`config.mk`:
```
export PLATFORM = sky130hd
export DESIGN_NAME = system_sequencer
export DESIGN_NICKNAME = d
export VERILOG_FILES = /design/src/rtl/system_sequencer.sv
export SDC_FILE = /design/constraint.sdc
export NUM_CORES = 1
export LEC_CHECK = 0
export CORE_MARGIN = 5
export CORE_UTILIZATION = 36
export CTS_BUF_LIST = sky130_fd_sc_hd__clkbuf_16
export CTS_CLUSTER_DIAMETER = 60
export DETAILED_ROUTE_END_ITERATION = 12
export PLACE_DENSITY = 0.88
export SYNTH_ARGS = -nofsm -noshare
export SYNTH_HDL_FRONTEND = slang
export SYNTH_SLANG_ARGS = --single-unit
```
`constraint.sdc`:
```
create_clock -name clock -period 2.46 [get_ports clock]
set_input_delay 0.492 -clock clock [delete_from_list [all_inputs] [get_ports clock]]
set_output_delay 0.492 -clock clock [all_outputs]
set_load 0.05 [all_outputs]
```
`src/rtl/system_sequencer.sv`:
```
// system_sequencer: run controller sequencing IDLE -> LOADING -> EXECUTING -> HALTED.
// It owns the single RAM port and grants it to the loader, the CPU, then a debug reader.
//
// Ports:
//   clock, reset_n        clock and asynchronous active-low reset
//   start                 load+run request, honoured in IDLE or HALTED
//   loader_*              program loader handshake and RAM write channel
//   cpu_*                 CPU enable, RAM channel, PC and control state for halt detection
//   dbg_addr/dbg_rdata    debug read channel, live in HALTED
//   ram_*                 the shared RAM port
//   system_state, halted, timeout, access_violation, cycle_count   run status

module system_sequencer #(
    parameter int ADDR_WIDTH     = 16,
    parameter int DATA_WIDTH     = 16,
    parameter int HALT_CYCLES    = 5,
    parameter int TIMEOUT_CYCLES = 1000,
    parameter int CNT_WIDTH      = 16
) (
    input  logic                  clock,
    input  logic                  reset_n,
    input  logic                  start,
    output logic                  loader_start,
    input  logic                  loader_mem_write,
    input  logic [ADDR_WIDTH-1:0] loader_mem_addr,
    input  logic [DATA_WIDTH-1:0] loader_mem_wdata,
    input  logic                  loader_done,
    output logic                  cpu_run,
    input  logic                  cpu_mem_read,
    input  logic                  cpu_mem_write,
    input  logic [ADDR_WIDTH-1:0] cpu_mem_addr,
    input  logic [DATA_WIDTH-1:0] cpu_mem_wdata,
    output logic [DATA_WIDTH-1:0] cpu_mem_rdata,
    input  logic [15:0]           cpu_pc,
    input  logic [2:0]            cpu_state,
    input  logic [ADDR_WIDTH-1:0] dbg_addr,
    output logic [DATA_WIDTH-1:0] dbg_rdata,
    output logic                  ram_we,
    output logic [ADDR_WIDTH-1:0] ram_addr,
    output logic [DATA_WIDTH-1:0] ram_wdata,
    input  logic [DATA_WIDTH-1:0] ram_rdata,
    output logic [1:0]            system_state,
    output logic                  halted,
    output logic                  timeout,
    output logic                  access_violation,
    output logic [CNT_WIDTH-1:0]  cycle_count
);

    typedef enum logic [1:0] {
        S_IDLE = 2'd0,
        S_LOAD = 2'd1,
        S_EXEC = 2'd2,
        S_HALT = 2'd3
    } state_t;

    localparam int SW = (HALT_CYCLES < 1) ? 1 : $clog2(HALT_CYCLES + 1);

    state_t               state;
    state_t               state_nxt;
    logic [15:0]          prev_pc;
    logic [SW-1:0]        stall_cnt;
    logic [SW-1:0]        stall_inc;
    logic [CNT_WIDTH-1:0] cnt_inc;
    logic                 start_ok;
    logic                 halt_hit;
    logic                 to_hit;
    logic                 violation;

    // Read strobe carries no information here: RAM reads are combinational.
    logic unused_rd;
    assign unused_rd = cpu_mem_read;

    assign system_state = state;
    assign halted       = (state == S_HALT);

    always_comb begin
        start_ok  = start && ((state == S_IDLE) || (state == S_HALT));
        stall_inc = '0;
        if ((cpu_state == 3'd0) && (cpu_pc == prev_pc))
            stall_inc = stall_cnt + 1'b1;
        // Saturating increment so a huge timeout never wraps the counter.
        cnt_inc   = (&cycle_count) ? cycle_count : cycle_count + 1'b1;
        halt_hit  = (stall_inc == SW'(HALT_CYCLES));
        to_hit    = (cnt_inc == CNT_WIDTH'(TIMEOUT_CYCLES));
        violation = (loader_mem_write && (state != S_LOAD)) ||
                    (cpu_mem_write && (state != S_EXEC));
        state_nxt = state;
        unique case (state)
            S_IDLE, S_HALT: if (start_ok) state_nxt = S_LOAD;
            S_LOAD:         if (loader_done) state_nxt = S_EXEC;
            S_EXEC:         if (halt_hit || to_hit) state_nxt = S_HALT;
            default:        state_nxt = S_IDLE;
        endcase
    end

    always_ff @(posedge clock or negedge reset_n) begin
        if (!reset_n) begin
            state            <= S_IDLE;
            loader_start     <= 1'b0;
            cpu_run          <= 1'b0;
            timeout          <= 1'b0;
            access_violation <= 1'b0;
            cycle_count      <= '0;
            prev_pc          <= 16'hFFFF;
            stall_cnt        <= '0;
        end else begin
            state        <= state_nxt;
            cpu_run      <= (state_nxt == S_EXEC);
            loader_start <= start_ok;
            if (start_ok) begin
                timeout          <= 1'b0;
                access_violation <= 1'b0;
                cycle_count      <= '0;
                stall_cnt        <= '0;
                prev_pc          <= 16'hFFFF;
            end else if (state == S_EXEC) begin
                cycle_count <= cnt_inc;
                stall_cnt   <= stall_inc;
                prev_pc     <= cpu_pc;
                // A stall halt on the same edge takes precedence.
                if (to_hit && !halt_hit)
                    timeout <= 1'b1;
            end
            if (violation)
                access_violation <= 1'b1;
        end
    end

    always_comb begin
        ram_we        = 1'b0;
        ram_addr      = '0;
        ram_wdata     = '0;
        cpu_mem_rdata = '0;
        dbg_rdata     = '0;
        unique case (state)
            S_LOAD: begin
                ram_we   = loader_mem_write;
                ram_addr = loader_mem_addr;
                if (loader_mem_write)
                    ram_wdata = loader_mem_wdata;
            end
            S_EXEC: begin
                ram_we        = cpu_mem_write;
                ram_addr      = cpu_mem_addr;
                cpu_mem_rdata = ram_rdata;
                if (cpu_mem_write)
                    ram_wdata = cpu_mem_wdata;
            end
            S_HALT: begin
                ram_addr  = dbg_addr;
                dbg_rdata = ram_rdata;
            end
            default: ;
        endcase
    end

endmodule

```
# --- Yosys cells after proc, flatten, opt, wreduce, memory -nomap -nowiden ---
# Index checks and enable logic that the tools add are counted.
# W data, S select, Z words.
word_totals:
  elab_cells: 60
  output_inout_bits: 88
  in_bits: 122
  reg_bits: 41
classes:
  n_reduce_logical: 17
  n_eq_ne: 9
  n_addsub: 2
  n_mux: 24
op_table:
  columns: ["cell", "n"]
  rows:
  - ["$mux W16", 9]
  - ["$pmux W16 S3", 1]
  - ["$pmux W16 S2", 1]
  - ["$add A16 B1 Y16 const B", 1]
  - ["$eq A16 B10 Y1 const B", 1]
  - ["$eq A16 B16 Y1", 1]
  - ["$reduce_and A16 Y1", 1]
  - ["$mux W3", 3]
  - ["$eq A2 B2 Y1 const B", 3]
  - ["$mux W2", 3]
  - ["$pmux W2 S3", 1]
  - ["$reduce_bool A2 Y1", 3]
  - ["$logic_and A1 B1 Y1", 5]
  - ["$mux W1", 5]
  - ["$add A3 B1 Y3 const B", 1]
  - ["$eq A3 B3 Y1 const B", 1]
  - ["$logic_not A3 Y1", 1]
  - ["$logic_or A1 B1 Y1", 3]
  - ["$eq A2 B1 Y1 const B", 1]
  - ["$logic_not A2 Y1", 1]
  - ["$ne A2 B1 Y1 const B", 1]
  - ["$ne A2 B2 Y1 const B", 1]
  - ["$pmux W1 S2", 1]
  - ["$reduce_and A2 Y1", 1]
  - ["2 further kinds", 2]

# --- Logic depth before layout (Yosys ltp) ---
# Gate-level depths: netlist of the first run.
depth:
  ltp_word: 9
  mapped_depth: 8
  mapped_depth_nobuf: 8

# --- Worst setup path before layout of the first run ---
# Ideal clock, no wire load.
synth_timing:
  path_type: "reg2out"
  start: "register state[1] (netlist: system_state[1])"
  end: "output port ram_wdata[10]"
  arrival_ns: 2.616
  stages_incl_launch_ff: 8
  path_buffers: 3
  required_ns: 1.968
  path_slack_ns: -0.648
  cell_sequence: "dfrtp_1 -> ha_1 -> clkbuf_1 -> and2_1 -> clkbuf_1 -> clkbuf_1 -> a22oi_1 -> nor2_1"
synth_via:
  elab_chain_cells: 2
  word_cells_on_any_way: 3
  cone_classes: "eq/ne (2); mux (1)"
synth_lines:
  columns: ["element", "line_no", "text"]
  rows:
  - ["start: declaration", "58", "state_t state;"]
  - ["start signal: assignment", "107", "state <= state_nxt;"]
  - ["$eq A2 B2 Y1 or $eq A2 B1 Y1 (tied branches)", "135", "unique case (state)"]
  - ["$pmux W16 S2 (*)", "135", null]
  - ["end: declaration", "40", "output logic [DATA_WIDTH-1:0] ram_wdata,"]
# Mark *: on every way between the ends. The rest lies on a longest branch, timed or not.

# --- Worst setup path in the final report of the first run ---
layout_timing:
  start: "register state[0] (netlist: system_state[0])"
  end: "output port cpu_mem_rdata[0]"
layout_via:
  elab_chain_cells: 2
layout_lines:
  columns: ["element", "line_no", "text"]
  rows:
  - ["$eq A2 B2 Y1", "135", null]
  - ["$mux W16", "135", null]
  - ["end: declaration", "33", "output logic [DATA_WIDTH-1:0] cpu_mem_rdata,"]
# No other way between the ends.

==> results.txt, run 1 <==
status: finished clean
global-route wire length before repair: 20000 µm
Switch Pwr: 2.70 mW
Worst Setup End Kind: output pin
Tcrit/Tclk final: 0.968
TritonCTS clock tree: done
DR iter-0 viols: 175
DIE HEIGHT: 103 µm
number of global-route vias before repair: 3884
relative slew slack: 0.531
synth-to-layout area growth: 105%
fin area: 6410 µm²
Residual DRC: 0
Flop pwr share: 0.188
Setup TNS Final: 0 ns
crit path kind: register to output pin
final worst slack: 0.0778 ns
wire per inst: 19.4 µm
Overall Power: 5.85 mW
MaxCap Viol Count: 0
Synth cell types: 46
Synth Flop Type: dfrtp_1
pre-CTS WS: -0.0775 ns
dpl hpwl: 10900 µm
Slew @ Worst Pin: 0.703 ns
global route overflow: 0
CP Data Arrival Time: 1.89 ns
Synth area leader: dfrtp_1
Pint: 3.15 mW
VDD IR max: 582 µV
async set-reset flop share out of synthesis: 1.00
flops & latches, synth: 41
largest net degree at the start of global routing: 34
diode count: 0
max-slew violations: 0
DR pass1 iterations: 7
I/O pins: 210
syn avg cell area: 8.21 µm²
clk root buf: clkbuf_16
Synth Instances: 380
Die ar.: 10600 µm²
Peak Freq: 420 MHz
Final #Nets: 718
CTS buffer count: 5
min cycle time layout: 2.38 ns
Hold-fix buffers, CTS: 0
Critical Path RT: 1.97 ns
syn nets: 508
Clk pin slew, worst setup/hold paths: 0.06 ns
top cells by area, synth: dfrtp_1, dfstp_2, and2_1, nor2_1, mux2i_1
layout cell share with drive strength beyond 1: 0.277
number of antenna-violating nets in the routed design: 0
H-tree levels: 2
clock share of power: 0.124
Avg Vias per Cell: 5.38
pwr dens: 913 nW/µm²
Worst setup SP type: register
combinational share of power: 0.687
Global Route Usage Sum: 0.241
worst-case clock buffer depth: 2
proportion of synthesized chip area in sequential cells: 0.335
EDFF count, synth: 0
Final setup viols: 0
number of synthesis warnings: 0
RePlAce Congestion: 0.912
worst skew pair latency: 0.28 ns
crit-path max FO: 17
switch share: 0.461
Hold Violations, Final: 0
die extent in x: 103 µm
initial antenna violation count: 0
IO buf count: 208
Initial Util: 0.363
Worst R2R Setup Slack: 0.16 ns
Max Clock Skew: 0.00877 ns
via count: 3761
Tightest Hold Check Type: primary input to asynchronous set/reset pin
Synth top area share: 0.200
Area after DPL: 6190 µm²
core footprint: 8590 µm²
routed wire length: 13600 µm
Pleak: 2.43 nW
FP Rows: 34
clock tree sinks: 41
Mapped Area: 3120 µm²
[cell families after synthesis]
family	count (synthesis)	share of synthesized area
AND/OR/NAND/NOR	183	0.294
buffers and inverters	37	0.0457
multiplexers	20	0.0642
XOR/XNOR	28	0.0786
flip-flops	41	0.335
adder cells (fa/ha/maj)	6	0.0241
AO/OA/AOI/OAI	65	0.159
[synthesized netlist by cell type, types with 3 or more instances]
cell / number
inv_1: 10
or2_2: 4
a222oi_1: 16
clkbuf_1: 23
a22oi_1: 17
nand2b_1: 3
nor2_1: 59
nor3_1: 10
mux2i_1: 20
nor2b_1: 3
ha_1: 6
xor2_1: 20
xnor2_1: 8
nand4_1: 7
dfstp_2: 16
nor4_1: 6
o21ai_0: 5
nand2_1: 35
nand3_1: 11
a21oi_1: 11
dfrtp_1: 25
and2_1: 36
buf_2: 3
[final timing paths]
kind,startpoint,to,cells after the start
setup / recovery,system_state[0],cpu_mem_rdata[0],6
hold / removal,reset_n,cycle_count[12],1
setup reg to reg,cycle_count[1],cpu_run,7
hold reg to reg,timeout,timeout,2
max in group asynchronous,reset_n,prev_pc[14],2
min in group clock,timeout,timeout,2
[cells in the final DEF (no fill, tap or decap), types with 16 or more instances in the layout]
cell type        count
and2_1              35
dfstp_2             16
nor2_2              22
buf_12              66
a222oi_1            16
a22oi_1             17
nand2_1             35
dfrtp_1             18
mux2i_1             20
xor2_1              20
clkdlybuf4s50_1    141
nor2_1              26
buf_4               20
[power groups by stage]
stage	Sequential [mW]	Clock, mW	Combinational [mW]
after floorplan	1.24	0	2.10
final	1.10	0.727	4.02
after CTS	1.09	0.745	3.97
after global placement	1.08	0	3.88
after global routing	1.12	0.766	4.24
after detailed placement	1.10	0	3.96
[cell type report]
type,instances,area (µm²)
flip-flops and latches,41,1050
clock inverters,3,37.5
multi-input cells,302,2110
fillers,588,2190
inverters,10,37.5
repair buffers,230,2910
well taps,108,135
clock buffers,5,125
[flip-flops by register name (all words and copies together), names as in the netlist]
register / count
timeout: 1
stall_cnt: 3
loader_start: 1
access_violation: 1
cycle_count: 16
prev_pc: 16
cpu_run: 1
system_state: 2
[routing by layer]
metal	up-vias	GRT usage	routed length, µm
met3	22	0.0460	996
met2	158	0.458	7410
met4	0	0.0737	320
li1	1773	-	-
met5	-	0	0
met1	1808	0.268	4820
[what timing repair did]
item / 4_1_cts / 5_1_grt
setup endpoints to repair: 16 / 21
buffers inserted: 0 / 2
pin swaps: 0 / 1
gates resized for setup: 1 / 9
[through the flow]
stage	util	hold WS, ns	instances
floorplan	-	0.196	380
finish	0.745	0.253	699
global route	0.745	0.308	699
CTS	0.739	0.271	697
detailed placement	0.720	0.489	689
global placement	0.720	0.481	689
[worst max-delay path, stage by stage, from the launching register on]
cell and delay (ns):
dfrtp_2 0.45, inv_1 0.11, ha_2 0.21, buf_4 0.24
buf_6 0.24, and2_1 0.20, buf_12 0.15
(Power assumes the default switching activity.)
==> run 2: changes to the inputs <==
--- a/config.mk
+++ b/config.mk
@@ -6,11 +6,11 @@
 export NUM_CORES = 1
 export LEC_CHECK = 0
 export CORE_MARGIN = 5
-export CORE_UTILIZATION = 36
+export CORE_UTILIZATION = 29
 export CTS_BUF_LIST = sky130_fd_sc_hd__clkbuf_16
 export CTS_CLUSTER_DIAMETER = 60
 export DETAILED_ROUTE_END_ITERATION = 12
-export PLACE_DENSITY = 0.88
+export PLACE_DENSITY = 0.75
 export SYNTH_ARGS = -nofsm -noshare
 export SYNTH_HDL_FRONTEND = slang
 export SYNTH_SLANG_ARGS = --single-unit
==> run 2 against run 1 <==
Net effect:
- highest routed layer unchanged
- flip-flop and latch count did not move
- die area up 22%
- critical path type unchanged
- clock skew decreased by 0.0040 ns
- non-clock buffer count did not move
==> results.txt, run 2 (synthesized netlist as in run 1, its figures left out) <==
crit path kind: register to output pin (unchanged)
Crit-path slowest cell: dfrtp_2 (unchanged)
via count: 3794 (was 3761)
TritonCTS clock tree: done (unchanged)
clk root buf: clkbuf_16 (unchanged)
Area after DPL: 6210 µm² (was 6190 µm²)
Hold Violations, Final: 0 (unchanged)
relative slew slack: 0.595 (was 0.531)
CP Data Arrival Time: 1.90 ns (was 1.89 ns)
Die ar.: 12900 µm² (was 10600 µm²)
Pleak: 2.43 nW (about the same)
biggest regs: cycle_count x16, prev_pc x16, stall_cnt x3 (unchanged)
Residual DRC: 0 (unchanged)
status: finished clean (unchanged)
IO buf count: 208 (unchanged)
Worst Setup End Kind: output pin (unchanged)
synth-to-layout area growth: 108% (was 105%)
most common cell after layout, fill and taps aside: clkdlybuf4s50_1 (unchanged)
FP Rows: 37 (was 34)
H-tree levels: 2 (unchanged)
Hold-fix buffers, CTS: 0 (unchanged)
delay-heaviest family, CP: buffers and inverters (unchanged)
Final #Nets: 718 (unchanged)
clock tree sinks: 41 (unchanged)
DIE HEIGHT: 114 µm (was 103 µm)
Setup TNS Final: 0 ns (unchanged)
Max Clock Skew: 0.00476 ns (was 0.00877 ns)
cell mode on critical path: buf_12
layout cell share with drive strength beyond 1: 0.286 (was 0.277)
Setup crit start: system_state[0] (unchanged)
global route overflow: 0 (unchanged)
die extent in x: 114 µm (was 103 µm)
DR pass1 iterations: 5 (was 7)
CP Cell Sequence: inv_2 > ha_4 > buf_12 > clkbuf_16 > a222oi_1 > nor2_2 > buf_12 (was inv_1 > ha_2 > buf_4 > buf_6 > and2_1 > buf_12)
Critical Path RT: 1.97 ns (about the same)
fin area: 6480 µm² (was 6410 µm²)
pre-CTS WS: -0.102 ns (was -0.0775 ns)
diode count: 0 (unchanged)
final worst slack: 0.0705 ns (was 0.0778 ns)
pwr dens: 899 nW/µm² (was 913 nW/µm²)
crit path buf inv count: 4 (unchanged)
number of global-route vias before repair: 3858 (was 3884)
Peak Freq: 419 MHz (was 420 MHz)
largest net degree at the start of global routing: 34 (unchanged)
Worst setup SP type: register (unchanged)
global-route wire length before repair: 21200 µm (was 20000 µm)
CTS buffer count: 5 (unchanged)
Tightest Hold Check Type: primary input to asynchronous set/reset pin (unchanged)
reg-to-reg startpoint: system_state[0] (was cycle_count[1])
routed wire length: 13800 µm (was 13600 µm)
Tcrit/Tclk final: 0.971 (was 0.968)
min cycle time layout: 2.39 ns (was 2.38 ns)
Min Hold Slack: 0.219 ns (was 0.253 ns)
initial antenna violation count: 0 (unchanged)
core footprint: 10400 µm² (was 8590 µm²)
I/O pins: 210 (unchanged)
Worst R2R Setup Slack: 0.11 ns (was 0.16 ns)
number of antenna-violating nets in the routed design: 0 (unchanged)
DR iter-0 viols: 343 (was 175)
dpl hpwl: 11100 µm (was 10900 µm)
commonest cells after routing, fill and taps aside: clkdlybuf4s50_1, buf_12, and2_1, nand2_1, nor2_1 (unchanged)
RePlAce Congestion: 0.917 (was 0.912)
Overall Power: 5.83 mW (was 5.85 mW)
Clk pin slew, worst setup/hold paths: 0.06 ns (about the same)
Largest stage delay, worst path: 0.46 ns (was 0.45 ns)
worst-case clock buffer depth: 2 (unchanged)
MaxCap Viol Count: 0 (unchanged)
Avg Vias per Cell: 5.22 (was 5.38)
wire per inst: 19.0 µm (was 19.4 µm)
VDD IR max: 508 µV (was 582 µV)
max-slew violations: 0 (unchanged)
crit-path max FO: 13 (was 17)
Global Route Usage Sum: 0.203 (was 0.241)
Slew @ Worst Pin: 0.607 ns (was 0.703 ns)
worst skew pair latency: 0.28 ns (about the same)
Final setup viols: 0 (unchanged)
Initial Util: 0.300 (was 0.363)
RSZ-0062 raised after global routing: yes
==> run 2: path summary, 6_finish.rpt <==
kind | to | depth (start not counted)
max in group asynchronous | prev_pc[14] | 2
min in group clock | timeout | 2
min reg2reg | timeout | 2
max reg2reg | cycle_count[6] | 9
min | cycle_count[4] | 1
max | ram_addr[14] | 7
==> run 2: per-stage QoR <==
step,cells,utilization
finish,727,0.623
global route,727,0.623
CTS,721,0.610
detailed placement,713,0.596
global placement,713,0.596
floorplan,380,-
==> run 2: worst reg2reg max path: cells and delay by family, from the launching register on <==
kind,cells,cell delay (ns)
buffers and inverters,4,1.00
DFF,1,0.47
and+or+nand+nor,2,0.26
AOI/OAI and AO/OA,1,0.20
adders and majority gates,1,0.17
xor gates and xnor gates,1,0.12
==> run 2: layout make-up <==
type	count	area, µm²
clock buffers	5	125
repair buffers	230	2960
clock inverters	3	16.3
multi-input cells	302	2120
well taps	136	170
fillers	841	3930
inverters	10	37.5
flip-flops and latches	41	1050
==> run 2: per-layer routing <==
layer	GRT usage	vias up	routed length [µm]
met3	0.0520	19	1160
li1	-	1772	-
met1	0.225	1817	4980
met5	0	-	0
met4	0.0441	0	240
met2	0.387	186	7470
==> run 2: where the power goes <==
group | internal, mW | total (mW) | switching, mW
sequential | 0.951 | 1.10 | 0.146
clock | 0.373 | 0.642 | 0.270
combinational | 1.78 | 4.09 | 2.31
==> run 2: repair_timing <==
action                     in CTS  in global routing
buffers inserted                0                  5
gates cloned                    0                  1
setup endpoints to repair      19                 29
pin swaps                       2                  4
gates resized for setup         1                 11
==> run 3: changes to the inputs <==
--- a/config.mk
+++ b/config.mk
@@ -11,6 +11,7 @@
 export CTS_CLUSTER_DIAMETER = 60
 export DETAILED_ROUTE_END_ITERATION = 12
 export PLACE_DENSITY = 0.75
+export SKIP_LAST_GASP = 1
 export SYNTH_ARGS = -nofsm -noshare
 export SYNTH_HDL_FRONTEND = slang
 export SYNTH_SLANG_ARGS = --single-unit
==> run 3 against run 2 <==
Net effect:
- via count grew 0.16%
- final area shrank 0.17%
- register-to-register slack is essentially flat
- sequential share of layout area is essentially flat
- clock power is essentially flat
- clock skew shrank 0.00083 ns
- flip-flop and latch count is the same
- critical path depth is the same
- combinational power is essentially flat
- total power is essentially flat
- largest cell class unchanged
- largest power group unchanged
- highest routed layer unchanged
==> results.txt, run 3 (synthesized netlist as in run 1, its figures left out) <==
number of antenna-violating nets in the routed design: 0 (unchanged)
FP Rows: 37 (unchanged)
Fill cells: 847 (was 841)
die extent in x: 114 µm (unchanged)
global route overflow: 0 (unchanged)
TritonCTS clock tree: done (unchanged)
VDD IR max: 507 µV (was 508 µV)
Slew @ Worst Pin: 0.606 ns (was 0.607 ns)
biggest regs: cycle_count x16, prev_pc x16, stall_cnt x3 (unchanged)
largest net degree at the start of global routing: 34 (unchanged)
most common cell after layout, fill and taps aside: clkdlybuf4s50_1 (unchanged)
relative slew slack: 0.596 (was 0.595)
delay-heaviest family, CP: buffers and inverters (unchanged)
clock tree sinks: 41 (unchanged)
MaxCap Viol Count: 0 (unchanged)
pwr dens: 900 nW/µm² (was 899 nW/µm²)
clk root buf: clkbuf_16 (unchanged)
global-route wire length before repair: 21200 µm (unchanged)
cell mode on critical path: buf_12 (unchanged)
max-slew violations: 0 (unchanged)
RePlAce Congestion: 0.917 (unchanged)
Largest stage delay, worst path: 0.46 ns (about the same)
Crit-path slowest cell: dfrtp_2 (unchanged)
DR iter-0 viols: 342 (was 343)
met2 usage: 0.387 (unchanged)
layout cell share with drive strength beyond 1: 0.283 (was 0.286)
CTS buffer count: 5 (unchanged)
routed wire length: 13900 µm (was 13800 µm)
Residual DRC: 0 (unchanged)
grt met1 use: 0.225 (unchanged)
M3 GR Usage: 0.0520 (unchanged)
Crit path depth: 7 (unchanged)
crit-path max FO: 13 (unchanged)
Max Clock Skew: 0.00394 ns (was 0.00476 ns)
CP Cell Sequence: inv_2 > ha_4 > buf_12 > clkbuf_16 > a222oi_1 > nor2_2 > buf_12 (unchanged)
Min Hold Slack: 0.220 ns (was 0.219 ns)
Worst Setup End Kind: output pin (unchanged)
Worst R2R Setup Slack: 0.10 ns (was 0.11 ns)
diode count: 0 (unchanged)
core footprint: 10400 µm² (unchanged)
Pleak: 2.43 nW (about the same)
crit path kind: register to output pin (unchanged)
number of global-route vias before repair: 3858 (unchanged)
via count: 3800 (was 3794)
worst r2r path cells: 9 (unchanged)
Hold-fix buffers, CTS: 0 (unchanged)
Tcrit/Tclk final: 0.971 (about the same)
GR peak layer: met2 (unchanged)
worst-case clock buffer depth: 2 (unchanged)
Final #Nets: 718 (unchanged)
Worst setup SP type: register (unchanged)
status: finished clean (unchanged)
Peak Freq: 419 MHz (about the same)
worst skew pair latency: 0.28 ns (about the same)
crit path buf inv count: 4 (unchanged)
Critical Path RT: 1.97 ns (about the same)
Overall Power: 5.83 mW (about the same)
dpl hpwl: 11100 µm (unchanged)
RSZ-0062 raised after global routing: yes (unchanged)
Tightest Hold Check Type: primary input to asynchronous set/reset pin (unchanged)
Initial Util: 0.300 (unchanged)
crit path to: ram_addr[14] (unchanged)
DR pass1 iterations: 6 (was 5)
Critical R2R Capture: cycle_count[6] (unchanged)
H-tree levels: 2 (unchanged)
Final setup viols: 0 (unchanged)
DIE HEIGHT: 114 µm (unchanged)
Hold Violations, Final: 0 (unchanged)
Global Route Usage Sum: 0.203 (unchanged)
IO buf count: 208 (unchanged)
synth-to-layout area growth: 107% (was 108%)
commonest cells after routing, fill and taps aside: clkdlybuf4s50_1, buf_12, and2_1, nand2_1, nor2_1 (unchanged)
Die ar.: 12900 µm² (unchanged)
reg-to-reg startpoint: system_state[0] (unchanged)
I/O pins: 210 (unchanged)
CP Data Arrival Time: 1.90 ns (about the same)
Setup crit start: system_state[0] (unchanged)
initial antenna violation count: 0 (unchanged)
min cycle time layout: 2.39 ns (about the same)
Avg Vias per Cell: 5.23 (was 5.22)
Clk pin slew, worst setup/hold paths: 0.06 ns (about the same)
wire per inst: 19.1 µm (was 19.0 µm)
[run 3: where the power goes]
group / internal, mW / switching [mW]
registers: 0.951 / 0.145
logic: 1.78 / 2.31
clock network: 0.373 / 0.267
total: 3.11 / 2.72
[run 3: final cells by class]
| type | count | area (µm²) | area share |
|---|---|---|---|
| clock buffer | 5 | 125 | 0.0193 |
| clock inverter | 3 | 16.3 | 0.00251 |
| inverter | 10 | 37.5 | 0.00580 |
| multi-input combinational | 302 | 2110 | 0.325 |
| sequential | 41 | 1050 | 0.163 |
| tap | 136 | 170 | 0.0263 |
| timing repair buffer | 230 | 2960 | 0.458 |
[run 3: worst min-delay path by stage]
| stage | start | to | slack, ns | cells after the start |
|---|---|---|---|---|
| after floorplan | reset_n | access_violation | 0.20 | 0 |
| final | reset_n | stall_cnt[0] | 0.22 | 1 |
| after detailed placement | timeout | timeout | 0.49 | 2 |
| after global placement | timeout | timeout | 0.48 | 2 |
| after CTS | reset_n | stall_cnt[0] | 0.24 | 1 |
| after global routing | reset_n | stall_cnt[0] | 0.27 | 1 |
[run 3: metrics by stage]
stage               std cells  setup TNS [ns]  setup WS (ns)  utilization  cell area [µm²]
global placement          713          -0.498        -0.0555        0.596             6210
global route              727          -0.154        -0.0537        0.622             6470
finish                    727               0         0.0706        0.622             6470
detailed placement        713           -1.38         -0.102        0.596             6210
CTS                       721               0       0.000620        0.610             6350
floorplan                 380               0        0.00995            -             3280
[run 3: layer usage]
metal	part of all wire	wire, µm
met2	0.54	7470
met3	0.080	1110
met1	0.36	5040
met5	0	0
met4	0.018	256
[run 3: what timing repair did]
action                                  4_1_cts  5_1_grt
resized for setup                             1        9
endpoints found under the setup margin       19       29
cloned                                        0        1
setup buffers                                 0        5
pin swaps                                     2        4
